==> src/rtl/hash_stream_engine_pkg.sv <==
// ---------------------------------------------------------------------------
// hash_stream_engine_pkg
//
// Purpose:
//   Shared definitions for the streaming hash engine:
//   - the engine state enumeration,
//   - the default initial values (IV) for the four state words,
//   - the default round constant,
//   - a width-generic rotate-left helper.
//
// Ports:
//   none (package)
// ---------------------------------------------------------------------------
package hash_stream_engine_pkg;

  // Engine states. Each message goes through all four of them in order.
  typedef enum logic [1:0] {
    STATE_IDLE   = 2'd0,
    STATE_ABSORB = 2'd1,
    STATE_FINAL  = 2'd2,
    STATE_DONE   = 2'd3
  } engineState_t;

  // The widest state word the rotate helper can handle.
  localparam int MAX_WORD_W = 32;

  // Default initial values for the four state words, and the round constant.
  // The top truncates or zero-extends these to the configured word width.
  localparam logic [15:0] DEFAULT_IV_A = 16'h6745;
  localparam logic [15:0] DEFAULT_IV_B = 16'hEFCD;
  localparam logic [15:0] DEFAULT_IV_C = 16'h98BA;
  localparam logic [15:0] DEFAULT_IV_D = 16'h1032;
  localparam logic [15:0] DEFAULT_K    = 16'h9E37;

  // Rotate the low 'width' bits of 'value' left by 'amount'.
  // Bits above 'width' are cleared on both input and output, so callers can
  // pass a narrower word that has been zero-extended to MAX_WORD_W.
  function automatic logic [MAX_WORD_W-1:0] rotl(
    input logic [MAX_WORD_W-1:0] value,
    input int                    width,
    input int                    amount
  );
    logic [MAX_WORD_W-1:0] mask;
    logic [MAX_WORD_W-1:0] field;
    if (width >= MAX_WORD_W) begin
      mask = '1;
    end else begin
      mask = (MAX_WORD_W'(1) << width) - MAX_WORD_W'(1);
    end
    field = value & mask;
    return ((field << amount) | (field >> (width - amount))) & mask;
  endfunction

endpackage

==> src/rtl/hash_stream_engine_round.sv <==
// ---------------------------------------------------------------------------
// hash_stream_engine_round
//
// Purpose:
//   Purely combinational mixing round. It takes the four state words and one
//   mixing word x, and produces the next four state words. All arithmetic
//   wraps modulo 2^WORD_W.
//     a' = rotl(a ^ x, 3) + d
//     b' = rotl(b + a', 5) ^ c
//     c' = c + (b' ^ K)
//     d' = rotl(d ^ c', 1) + x
//
// Ports:
//   i_a..i_d  in   WORD_W  current state words
//   i_x       in   WORD_W  mixing word (zero-extended byte)
//   o_a..o_d  out  WORD_W  next state words
// ---------------------------------------------------------------------------
module hash_stream_engine_round
  import hash_stream_engine_pkg::*;
#(
  parameter int          WORD_W = 16,
  parameter logic [15:0] K      = DEFAULT_K
) (
  input  logic [WORD_W-1:0] i_a,
  input  logic [WORD_W-1:0] i_b,
  input  logic [WORD_W-1:0] i_c,
  input  logic [WORD_W-1:0] i_d,
  input  logic [WORD_W-1:0] i_x,
  output logic [WORD_W-1:0] o_a,
  output logic [WORD_W-1:0] o_b,
  output logic [WORD_W-1:0] o_c,
  output logic [WORD_W-1:0] o_d
);

  localparam logic [WORD_W-1:0] K_W = WORD_W'(K);

  logic [WORD_W-1:0] w_aMix;
  logic [WORD_W-1:0] w_aNext;
  logic [WORD_W-1:0] w_bSum;
  logic [WORD_W-1:0] w_bNext;
  logic [WORD_W-1:0] w_cNext;
  logic [WORD_W-1:0] w_dMix;
  logic [WORD_W-1:0] w_dNext;

  // One full round. Each intermediate is held in a WORD_W-wide signal before
  // it is rotated. That way the sums wrap at the word width, and no carry
  // leaks into the wider rotate helper.
  always_comb begin
    w_aMix  = i_a ^ i_x;
    w_aNext = WORD_W'(rotl(MAX_WORD_W'(w_aMix), WORD_W, 3)) + i_d;
    w_bSum  = i_b + w_aNext;
    w_bNext = WORD_W'(rotl(MAX_WORD_W'(w_bSum), WORD_W, 5)) ^ i_c;
    w_cNext = i_c + (w_bNext ^ K_W);
    w_dMix  = i_d ^ w_cNext;
    w_dNext = WORD_W'(rotl(MAX_WORD_W'(w_dMix), WORD_W, 1)) + i_x;
  end

  // Drive the round results straight out.
  always_comb begin
    o_a = w_aNext;
    o_b = w_bNext;
    o_c = w_cNext;
    o_d = w_dNext;
  end

endmodule

==> src/rtl/hash_stream_engine.sv <==
// ---------------------------------------------------------------------------
// hash_stream_engine
//
// Purpose:
//   Absorbs a byte stream of 1..MAX_BYTES bytes over a valid/ready handshake,
//   at one byte per clock. Each byte is mixed into four WORD_W state words.
//   After the last byte, the engine runs FINAL_ROUNDS finalisation rounds and
//   then holds the digest on a valid/ready output until it is taken.
//   A single shared round instance serves both the absorb and the final
//   phases; a mux picks the mixing byte for each phase.
//
// Ports:
//   i_clk       in   1       rising-edge clock
//   i_rst_n     in   1       synchronous active-low reset
//   i_s_valid   in   1       input byte valid
//   o_s_ready   out  1       engine accepts a byte this cycle
//   i_s_data    in   8       message byte
//   i_s_last    in   1       marks the final byte of the message
//   o_h_valid   out  1       digest valid (held until i_h_ready)
//   i_h_ready   in   1       consumer accepts the digest
//   o_h_a..d    out  WORD_W  digest words
//   o_h_len     out  LEN_W   bytes absorbed (saturates at MAX_BYTES)
//   o_h_err     out  1       message was longer than MAX_BYTES
// ---------------------------------------------------------------------------
module hash_stream_engine
  import hash_stream_engine_pkg::*;
#(
  parameter int          WORD_W       = 16,
  parameter int          MAX_BYTES    = 64,
  parameter int          LEN_W        = 8,
  parameter int          FINAL_ROUNDS = 4,
  parameter logic [15:0] IV_A         = DEFAULT_IV_A,
  parameter logic [15:0] IV_B         = DEFAULT_IV_B,
  parameter logic [15:0] IV_C         = DEFAULT_IV_C,
  parameter logic [15:0] IV_D         = DEFAULT_IV_D,
  parameter logic [15:0] K            = DEFAULT_K
) (
  input  logic              i_clk,
  input  logic              i_rst_n,
  input  logic              i_s_valid,
  output logic              o_s_ready,
  input  logic [7:0]        i_s_data,
  input  logic              i_s_last,
  output logic              o_h_valid,
  input  logic              i_h_ready,
  output logic [WORD_W-1:0] o_h_a,
  output logic [WORD_W-1:0] o_h_b,
  output logic [WORD_W-1:0] o_h_c,
  output logic [WORD_W-1:0] o_h_d,
  output logic [LEN_W-1:0]  o_h_len,
  output logic              o_h_err
);

  localparam int RIDX_W = (FINAL_ROUNDS > 1) ? $clog2(FINAL_ROUNDS) : 1;
  localparam logic [RIDX_W-1:0] LAST_ROUND = RIDX_W'(FINAL_ROUNDS - 1);
  localparam logic [LEN_W-1:0]  COUNT_MAX  = LEN_W'(MAX_BYTES);
  localparam logic [WORD_W-1:0] IV_A_W     = WORD_W'(IV_A);
  localparam logic [WORD_W-1:0] IV_B_W     = WORD_W'(IV_B);
  localparam logic [WORD_W-1:0] IV_C_W     = WORD_W'(IV_C);
  localparam logic [WORD_W-1:0] IV_D_W     = WORD_W'(IV_D);

  engineState_t      r_state;
  logic [WORD_W-1:0] r_a;
  logic [WORD_W-1:0] r_b;
  logic [WORD_W-1:0] r_c;
  logic [WORD_W-1:0] r_d;
  logic [LEN_W-1:0]  r_count;
  logic              r_err;
  logic [RIDX_W-1:0] r_roundIdx;
  logic              r_sReady;
  logic              r_hValid;
  logic [WORD_W-1:0] r_hA;
  logic [WORD_W-1:0] r_hB;
  logic [WORD_W-1:0] r_hC;
  logic [WORD_W-1:0] r_hD;
  logic [LEN_W-1:0]  r_hLen;
  logic              r_hErr;

  logic              w_accept;
  logic [7:0]        w_countByte;
  logic [7:0]        w_roundByte;
  logic [7:0]        w_xByte;
  logic [WORD_W-1:0] w_x;
  logic [WORD_W-1:0] w_aNext;
  logic [WORD_W-1:0] w_bNext;
  logic [WORD_W-1:0] w_cNext;
  logic [WORD_W-1:0] w_dNext;

  // Pick the mixing byte for the shared round.
  // In the final phase the byte is the low byte of the message length XORed
  // with the round index, so two messages that differ only in length still
  // finalise differently.
  // In every other state the incoming data byte is used. The result is only
  // committed when a byte is actually accepted.
  always_comb begin
    w_accept    = i_s_valid && r_sReady;
    w_countByte = 8'(r_count);
    w_roundByte = 8'(r_roundIdx);
    w_xByte     = (r_state == STATE_FINAL) ? (w_countByte ^ w_roundByte) : i_s_data;
    w_x         = WORD_W'(w_xByte);
  end

  hash_stream_engine_round #(
    .WORD_W (WORD_W),
    .K      (K)
  ) u_round (
    .i_a (r_a),
    .i_b (r_b),
    .i_c (r_c),
    .i_d (r_d),
    .i_x (w_x),
    .o_a (w_aNext),
    .o_b (w_bNext),
    .o_c (w_cNext),
    .o_d (w_dNext)
  );

  // Main control FSM. It also owns the hash state words, the byte counter,
  // the round index and every registered output.
  //
  // - s_ready is registered, so it stays low for one cycle after reset and
  //   rises as soon as the engine sits in IDLE.
  // - s_ready drops on the same edge that accepts the last byte.
  // - The digest is latched straight from the round outputs on the last
  //   final round. That makes h_valid appear exactly FINAL_ROUNDS edges after
  //   the last byte is accepted.
  // - Leaving DONE restores the IVs and re-raises s_ready on the same edge,
  //   so the next message can start on the very next cycle.
  always_ff @(posedge i_clk) begin
    if (!i_rst_n) begin
      r_state    <= STATE_IDLE;
      r_a        <= IV_A_W;
      r_b        <= IV_B_W;
      r_c        <= IV_C_W;
      r_d        <= IV_D_W;
      r_count    <= '0;
      r_err      <= 1'b0;
      r_roundIdx <= '0;
      r_sReady   <= 1'b0;
      r_hValid   <= 1'b0;
      r_hA       <= '0;
      r_hB       <= '0;
      r_hC       <= '0;
      r_hD       <= '0;
      r_hLen     <= '0;
      r_hErr     <= 1'b0;
    end else begin
      unique case (r_state)
        STATE_IDLE: begin
          r_sReady <= 1'b1;
          if (w_accept) begin
            r_a     <= w_aNext;
            r_b     <= w_bNext;
            r_c     <= w_cNext;
            r_d     <= w_dNext;
            r_count <= LEN_W'(1);
            r_err   <= 1'b0;
            if (i_s_last) begin
              r_state    <= STATE_FINAL;
              r_sReady   <= 1'b0;
              r_roundIdx <= '0;
            end else begin
              r_state <= STATE_ABSORB;
            end
          end
        end

        STATE_ABSORB: begin
          if (w_accept) begin
            r_a <= w_aNext;
            r_b <= w_bNext;
            r_c <= w_cNext;
            r_d <= w_dNext;
            // A byte arriving after the counter is full flags an overflow.
            // The counter saturates, but the byte is still mixed in.
            if (r_count == COUNT_MAX) begin
              r_err <= 1'b1;
            end else begin
              r_count <= r_count + LEN_W'(1);
            end
            if (i_s_last) begin
              r_state    <= STATE_FINAL;
              r_sReady   <= 1'b0;
              r_roundIdx <= '0;
            end
          end
        end

        STATE_FINAL: begin
          r_a        <= w_aNext;
          r_b        <= w_bNext;
          r_c        <= w_cNext;
          r_d        <= w_dNext;
          r_roundIdx <= r_roundIdx + RIDX_W'(1);
          if (r_roundIdx == LAST_ROUND) begin
            r_hA     <= w_aNext;
            r_hB     <= w_bNext;
            r_hC     <= w_cNext;
            r_hD     <= w_dNext;
            r_hLen   <= r_count;
            r_hErr   <= r_err;
            r_hValid <= 1'b1;
            r_state  <= STATE_DONE;
          end
        end

        STATE_DONE: begin
          if (i_h_ready) begin
            r_hValid <= 1'b0;
            r_a      <= IV_A_W;
            r_b      <= IV_B_W;
            r_c      <= IV_C_W;
            r_d      <= IV_D_W;
            r_count  <= '0;
            r_err    <= 1'b0;
            r_sReady <= 1'b1;
            r_state  <= STATE_IDLE;
          end
        end

        default: begin
          r_state <= STATE_IDLE;
        end
      endcase
    end
  end

  // Drive the registered outputs onto the ports.
  always_comb begin
    o_s_ready = r_sReady;
    o_h_valid = r_hValid;
    o_h_a     = r_hA;
    o_h_b     = r_hB;
    o_h_c     = r_hC;
    o_h_d     = r_hD;
    o_h_len   = r_hLen;
    o_h_err   = r_hErr;
  end

  // The byte source must keep a stalled byte steady until it is accepted.
  sourceHoldsStalledByte: assert property (
    @(posedge i_clk) disable iff (!i_rst_n)
      (i_s_valid && !o_s_ready) |=> ($stable(i_s_data) && $stable(i_s_last))
  );

endmodule

==> config.mk <==
export PLATFORM = sky130hd
export DESIGN_NAME = hash_stream_engine
export DESIGN_NICKNAME = d
export VERILOG_FILES = /design/src/rtl/hash_stream_engine_pkg.sv /design/src/rtl/hash_stream_engine_round.sv /design/src/rtl/hash_stream_engine.sv
export SDC_FILE = /design/constraint.sdc
export NUM_CORES = 1
export LEC_CHECK = 0
export ABC_AREA = 1
export ABC_CLOCK_PERIOD_IN_PS = 9800
export CORE_AREA = 2 2 128 130
export CTS_CLUSTER_SIZE = 24
export DETAILED_ROUTE_END_ITERATION = 6
export DIE_AREA = 0 0 130 132
export HOLD_SLACK_MARGIN = 0.03
export PLACE_DENSITY = 0.8
export SYNTH_ARGS = -nofsm -noshare
export SYNTH_HDL_FRONTEND = slang
export SYNTH_SLANG_ARGS = --single-unit
==> constraint.sdc <==
create_clock -name i_clk -period 9.8 [get_ports i_clk]
set_input_delay 1.47 -clock i_clk [delete_from_list [all_inputs] [get_ports i_clk]]
set_output_delay 1.47 -clock i_clk [all_outputs]
set_load 0.01 [all_outputs]
* Yosys cells after proc, flatten, opt, wreduce, memory -nomap -nowiden *
Index checks and enable logic that the tools add are counted.
Widths: inputs -> output; s select.

cells by class
  add/sub/neg operators = 6
  equality and inequality tests = 14
  muxes and demuxes = 41
  bitwise operators = 8
  reduce and logical (&&, ||, !) cells = 14

operators by type and width
  operator             count
  $pmux 16 s3          4
  $mux 16              8
  $add 16x16->16       3
  $mux 8               5
  $xor 16x16->16       2
  $pmux 8 s3           1
  $add 16x8->16        1
  $mux 2               8
  $or 16x1->16         1
  $or 16x3->16         1
  $or 16x5->16         1
  $xor 16x8->16        1
  $reduce_and 5->1     3
  $ne 2x2->1 const B   6
  $mux 1               10
  $not 10->10          1
  $add 8x1->8 const B  1
  $eq 8x7->1 const B   1
  $pmux 2 s4           1
  $xor 8x2->8          1
  $eq 2x2->1 const B   3
  $ne 2x1->1 const B   3
  $pmux 1 s3           2
  $reduce_and 3->1     2
  other kinds (11)     13

storage, ports and cells
  register bits after elaboration = 152
  input bits = 13
  output and inout port bits = 75
  logic and storage cells = 99

* Logic depth before layout (Yosys ltp) *
  word-level depth = 15
  depth in mapped cells = 64
  depth with buffers taken out = 63

* Modules after synthesis *
Synthesis repeated with hierarchy kept, for this count alone.

unflattened totals
  cell total of the unflattened synthesis = 1,318
  area total of the unflattened synthesis = 9,350.2 µm²

by module, submodules not included
  module                    instances  cells each  area each (µm²)  sequential area each (µm²)
  hash_stream_engine        1          734         5,691.7          3,042.9
  hash_stream_engine_round  1          584         3,658.5          0.0

* Worst setup path after synthesis *
No wires, ideal clock.

  path type = in2reg
  start point = input i_s_data[0]
  end point = register r_d[12]
  library setup time = 0.115 ns
  data arrival time = 8.209 ns
  required time = 9.685 ns
  setup slack = 1.476 ns
  stages = 59
  path buffers = 0
  path through = nor2_1 > a21oi_1 > xor2_1 > ha_1 > a21oi_1 > nand2_1 > a31oi_1 > o21ai_0 > a21oi_1 > o21bai_1 > nand2_1 > inv_1 > o21ai_0 > nand2_1 > nand2_1 > nand2_1 > a21oi_1 > xnor2_1 > (+23 left out) > ha_1 > fa_1 > a21oi_1 > o21ai_0 > a21oi_1 > o21ai_0 > a21oi_1 > inv_1 > a21oi_1 > inv_1 > nand3_4 > nor2_4 > nand2_1 > nand2_1 > o21ai_1 > nand2_1 > nand2_1 > nand2_1

on the way
  cells in the longest elaborated chain, start to end = 14

RTL lines
  what                              line                                                  RTL
  start: declaration                hash_stream_engine.sv:42                              input logic [7:0] i_s_data,
  $mux 8 (*)                        hash_stream_engine.sv:99                              w_xByte = (r_state == STATE_FINAL) ? (w_countByte ^ w_roundByte) : i_s_data;
  $xor 16x8->16 (*)                 hash_stream_engine_round.sv:49                        w_aMix = i_a ^ i_x;
  $or 16x3->16 (*)                  hash_stream_engine_pkg.sv:51                          return ((field << amount) | (field >> (width - amount))) & mask;
  $add 16x16->16 (*)                hash_stream_engine_round.sv:50                        w_aNext = WORD_W'(rotl(MAX_WORD_W'(w_aMix), WORD_W, 3)) + i_d;
  via u_round.o_a[14]               hash_stream_engine_round.sv:29                        output logic [WORD_W-1:0] o_a,
  $add 16x16->16 (*)                hash_stream_engine_round.sv:51                        w_bSum = i_b + w_aNext;
  $or 16x5->16 (*)                  hash_stream_engine_pkg.sv:51
  $xor 16x16->16 (*)                hash_stream_engine_round.sv:52                        w_bNext = WORD_W'(rotl(MAX_WORD_W'(w_bSum), WORD_W, 5)) ^ i_c;
  via u_round.o_b[4]                hash_stream_engine_round.sv:30                        output logic [WORD_W-1:0] o_b,
  $not 10->10 (no source line) (*)  -
  $add 16x16->16 (*)                hash_stream_engine_round.sv:53                        w_cNext = i_c + (w_bNext ^ K_W);
  $xor 16x16->16 (*)                hash_stream_engine_round.sv:54                        w_dMix = i_d ^ w_cNext;
  $or 16x1->16 (*)                  hash_stream_engine_pkg.sv:51
  $add 16x8->16 (*)                 hash_stream_engine_round.sv:55                        w_dNext = WORD_W'(rotl(MAX_WORD_W'(w_dMix), WORD_W, 1)) + i_x;
  $mux 16                           hash_stream_engine.sv:151, hash_stream_engine.sv:169
  $pmux 16 s3 (*)                   hash_stream_engine.sv:148                             unique case (r_state)
  end signal: assignment            hash_stream_engine.sv:155                             r_d <= w_dNext;
  end signal: assignment            hash_stream_engine.sv:173                             r_d <= w_dNext;
  end signal: assignment            hash_stream_engine.sv:193                             r_d <= w_dNext;
  end: declaration                  hash_stream_engine.sv:66                              logic [WORD_W-1:0] r_d;

The timed path passes the listed nets; every way through them passes the cells marked *. The select of a mux whose other input is x is not followed.
A chain may end at the register's enable or synchronous reset.

* Worst setup path after layout *
Ends and elaborated chain as after synthesis.

==> key figures <==
Status
  • Result of the run: finished clean

Logic synthesis
  • Syn Area/Cell: 7.13 µm²
  • Synth warnings: 0
  • Number of synthesized flops with an enable pin: 0
  • Post-synthesis cell type count: 47
  • Synth area leader: dfxtp_1
  • Post-synthesis sequential area ratio: 33.9%
  • Most frequent cells after synthesis: nand2_1, dfxtp_1, inv_1
  • Main synth FF type: dfxtp_1
  • Asr flop ratio synth: 0%
  • Seq cells post-synth: 152
  • Share of the synthesized area in the top cell type: 33.9%
  • Synthesized instance count: 1,259
  • Largest cells by area after synthesis: dfxtp_1, nand2_1, ha_1
  • Netlist Area Pre-Place: around 9000 µm²
  • Syn_nets: 1,337
  • Top-count cell post-synth: nand2_1

Floorplan
  • Die area: 17,200 µm²
  • Row count: 46
  • IO Pins: 88
  • Die height: 132 µm
  • Core area: 15,700 µm²
  • Effective utilization at floorplan: 57.1%
  • Die extent in x: 130 µm

Finish
  • Fin cells: 1,560
  • Area Overhead vs Synth: 19.8%
  • Diode count: 0
  • Layout cells sized above 1: 8.04%
  • Fill count: 1,344
  • Fin nets: 1,409
  • Util after Layout: around two thirds

Clock network
  • CTS buffer count: 17
  • TritonCTS Sinks: 152
  • Bufs on Longest Clock Path: 2
  • CTS tree: yes
  • Worst-skew pair later-pin latency: 0.44 ns
  • CTS H-tree depth: 4
  • Root buffer cell: clkbuf_16
  • Reg clk slew, reported paths: ~0.070 ns
  • # hold bufs at CTS: 0

Worst setup path
  • CP Data Arrival Time: 9.49 ns
  • Critical Path Fanout Max: 7
  • Worst R2R End: r_d[12]$_SDFFE_PN1P_
  • Kind of critical path: primary input to flip-flop
  • Flop2flop setup slack: 1.19 ns
  • Required time worst endpoint: 10.13 ns
  • Most used cell, CP: nand2_1
  • CP max stage cell: clkdlybuf4s50_1
  • Crit path from: i_s_data[0]
  • Worst Setup EP: r_d[12]$_SDFFE_PN1P_
  • Depth of the worst register-to-register path: 61
  • CP endpoint kind: flip-flop
  • Worst R2R Start: r_state[0]$_SDFFE_PN0P_
  • Critical Path Source Type: primary input
  • Crit path largest cell delay: around 0.47 ns

STA
  • Final setup fails: 0
  • Final period utilization: a little over 90%
  • Slew Limit Fails: 0
  • Final critical-path required period: 9.16 ns
  • Max_slew headroom: 41.0%
  • Post-route setup slack: 0.636 ns
  • Worst-margin pin slew: 0.885 ns
  • Clock Skew: 0.00927 ns
  • Setup tns final: 0 ns
  • Fmax: 0.109 GHz
  • Final count of hold timing violations: 0

Global routing
  • GR Overflow Total: 0
  • Gr usage total: 31.7%
  • Initial antenna violation count: 0
  • First-pass GRT wire length: between 40,000 and 50,000 µm
  • Vias in the first global route: around 8,200
  • Largest net degree at the start of global routing: 77

Drt
  • Antenna Nets Post-Route: 0
  • Drt first pass iters: 5
  • Vias: 8,760
  • # DRC: 0
  • Routed length per placed instance: 17.3 µm
  • Drt via density: around 5.6
  • Routed WL: around 27,000 µm
  • 1st-iter DRT viols: 678

Min path
  • Hold Crit Class: flip-flop to flip-flop

Placement
  • Post-DP HPWL: 19,400 µm
  • Port bufs: 87
  • Placement Setup Slack: 0.0759 ns
  • Dpl cells: 1,525
  • Final Wtd Congestion: 0.957

Job
  • Max-cap violation count: 0
-- sequential cells by signal, summed over array words and instances (netlist names), 16 cells and up --
signal	count
r_a	16
r_b	16
r_c	16
o_h_b	16
o_h_d	16
o_h_c	16
r_d	16
o_h_a	16
-- cell type report --
type | instances | area [µm²] | area share (%)
multi-input combinational | 919 | 5280 | 49.1
sequential | 152 | 3040 | 28.3
timing repair buffer | 99 | 956 | 8.90
inverter | 142 | 533 | 4.96
clock buffer | 17 | 425 | 3.96
tap | 216 | 270 | 2.52
clock inverter | 15 | 238 | 2.21
-- logic make-up (layout without fill, tap and decap cells) --
| group | count (synthesis) | count (layout) | synth area share (%) |
|---|---|---|---|
| XOR/XNOR | 72 | 72 | 7.18 |
| buffers and inverters | 188 | 273 | 7.89 |
| adder cells (fa/ha/maj) | 65 | 65 | 9.32 |
| multiplexers | 6 | 6 | 0.753 |
| flip-flops | 152 | 152 | 33.9 |
| AND/OR/NAND/NOR | 503 | 503 | 24.5 |
| AO/OA/AOI/OAI | 273 | 273 | 16.5 |
-- worst min-delay path by stage --
stage,startpoint,end,depth (start not counted)
floorplan,r_err$_SDFFE_PN0P_,r_err$_SDFFE_PN0P_,2
global placement,r_err$_SDFFE_PN0P_,r_err$_SDFFE_PN0P_,2
detailed placement,r_c[14]$_SDFFE_PN0P_,r_c[14]$_SDFFE_PN0P_,2
CTS,r_c[14]$_SDFFE_PN0P_,r_c[14]$_SDFFE_PN0P_,2
global route,r_c[14]$_SDFFE_PN0P_,r_c[14]$_SDFFE_PN0P_,2
finish,r_c[14]$_SDFFE_PN0P_,r_c[14]$_SDFFE_PN0P_,2
-- timing repair --
| action | 4_1_cts | 5_1_grt |
|---|---|---|
| buffers inserted | 0 | 3 |
| gates resized for setup | 0 | 13 |
| endpoints found under the setup margin | 0 | 14 |
-- placed cells by master (no fill, tap or decap), types with 4 or more instances in the layout --
cell type	count
a21o_1	4
clkdlybuf4s50_1	86
nand3_1	62
ha_1	60
o21ai_1	8
clkbuf_16	17
xnor2_1	15
nand3_2	10
inv_2	7
a21oi_1	110
nand4_1	9
o22ai_1	14
nand2_1	252
xor2_1	53
a21oi_2	7
inv_1	135
nor3_1	6
o21bai_1	4
dfxtp_1	152
buf_4	12
o21ai_0	103
a31oi_1	4
nor2_1	124
nand2_2	18
o211ai_1	11
bufinv_16	4
-- worst max-delay path: cells and delay by family --
kind	cells	cell delay [ns]
buffers and inverters	8	0.93
AO/OA/AOI/OAI	18	2.58
adder cells (fa/ha/maj)	5	1.63
AND/OR/NAND/NOR	24	2.02
XOR/XNOR	4	0.86
-- per-stage QoR --
stage	hold slack, ns	cell area (µm²)
2_1_floorplan	0.436	8970
3_3_place_gp	0.444	10000
3_5_place_dp	0.457	10000
4_1_cts	0.467	10700
5_1_grt	0.495	10700
6_report	0.468	10700
-- routing by layer --
| layer | routed length (µm) | track usage, % | vias to the layer above | part of all wire, % |
|---|---|---|---|---|
| met3 | 1420 | 5.36 | 62 | 5.2 |
| met5 | 0 | 0 | - | 0 |
| li1 | - | - | 4273 | - |
| met4 | 1010 | 14.2 | 0 | 3.7 |
| met2 | 13000 | 52.4 | 288 | 48 |
| met1 | 11600 | 40.2 | 4137 | 43 |
Power is left out: the tool's default activity adds up to more than one toggle a clock period on the data nets, which glitch-free logic cannot reach.
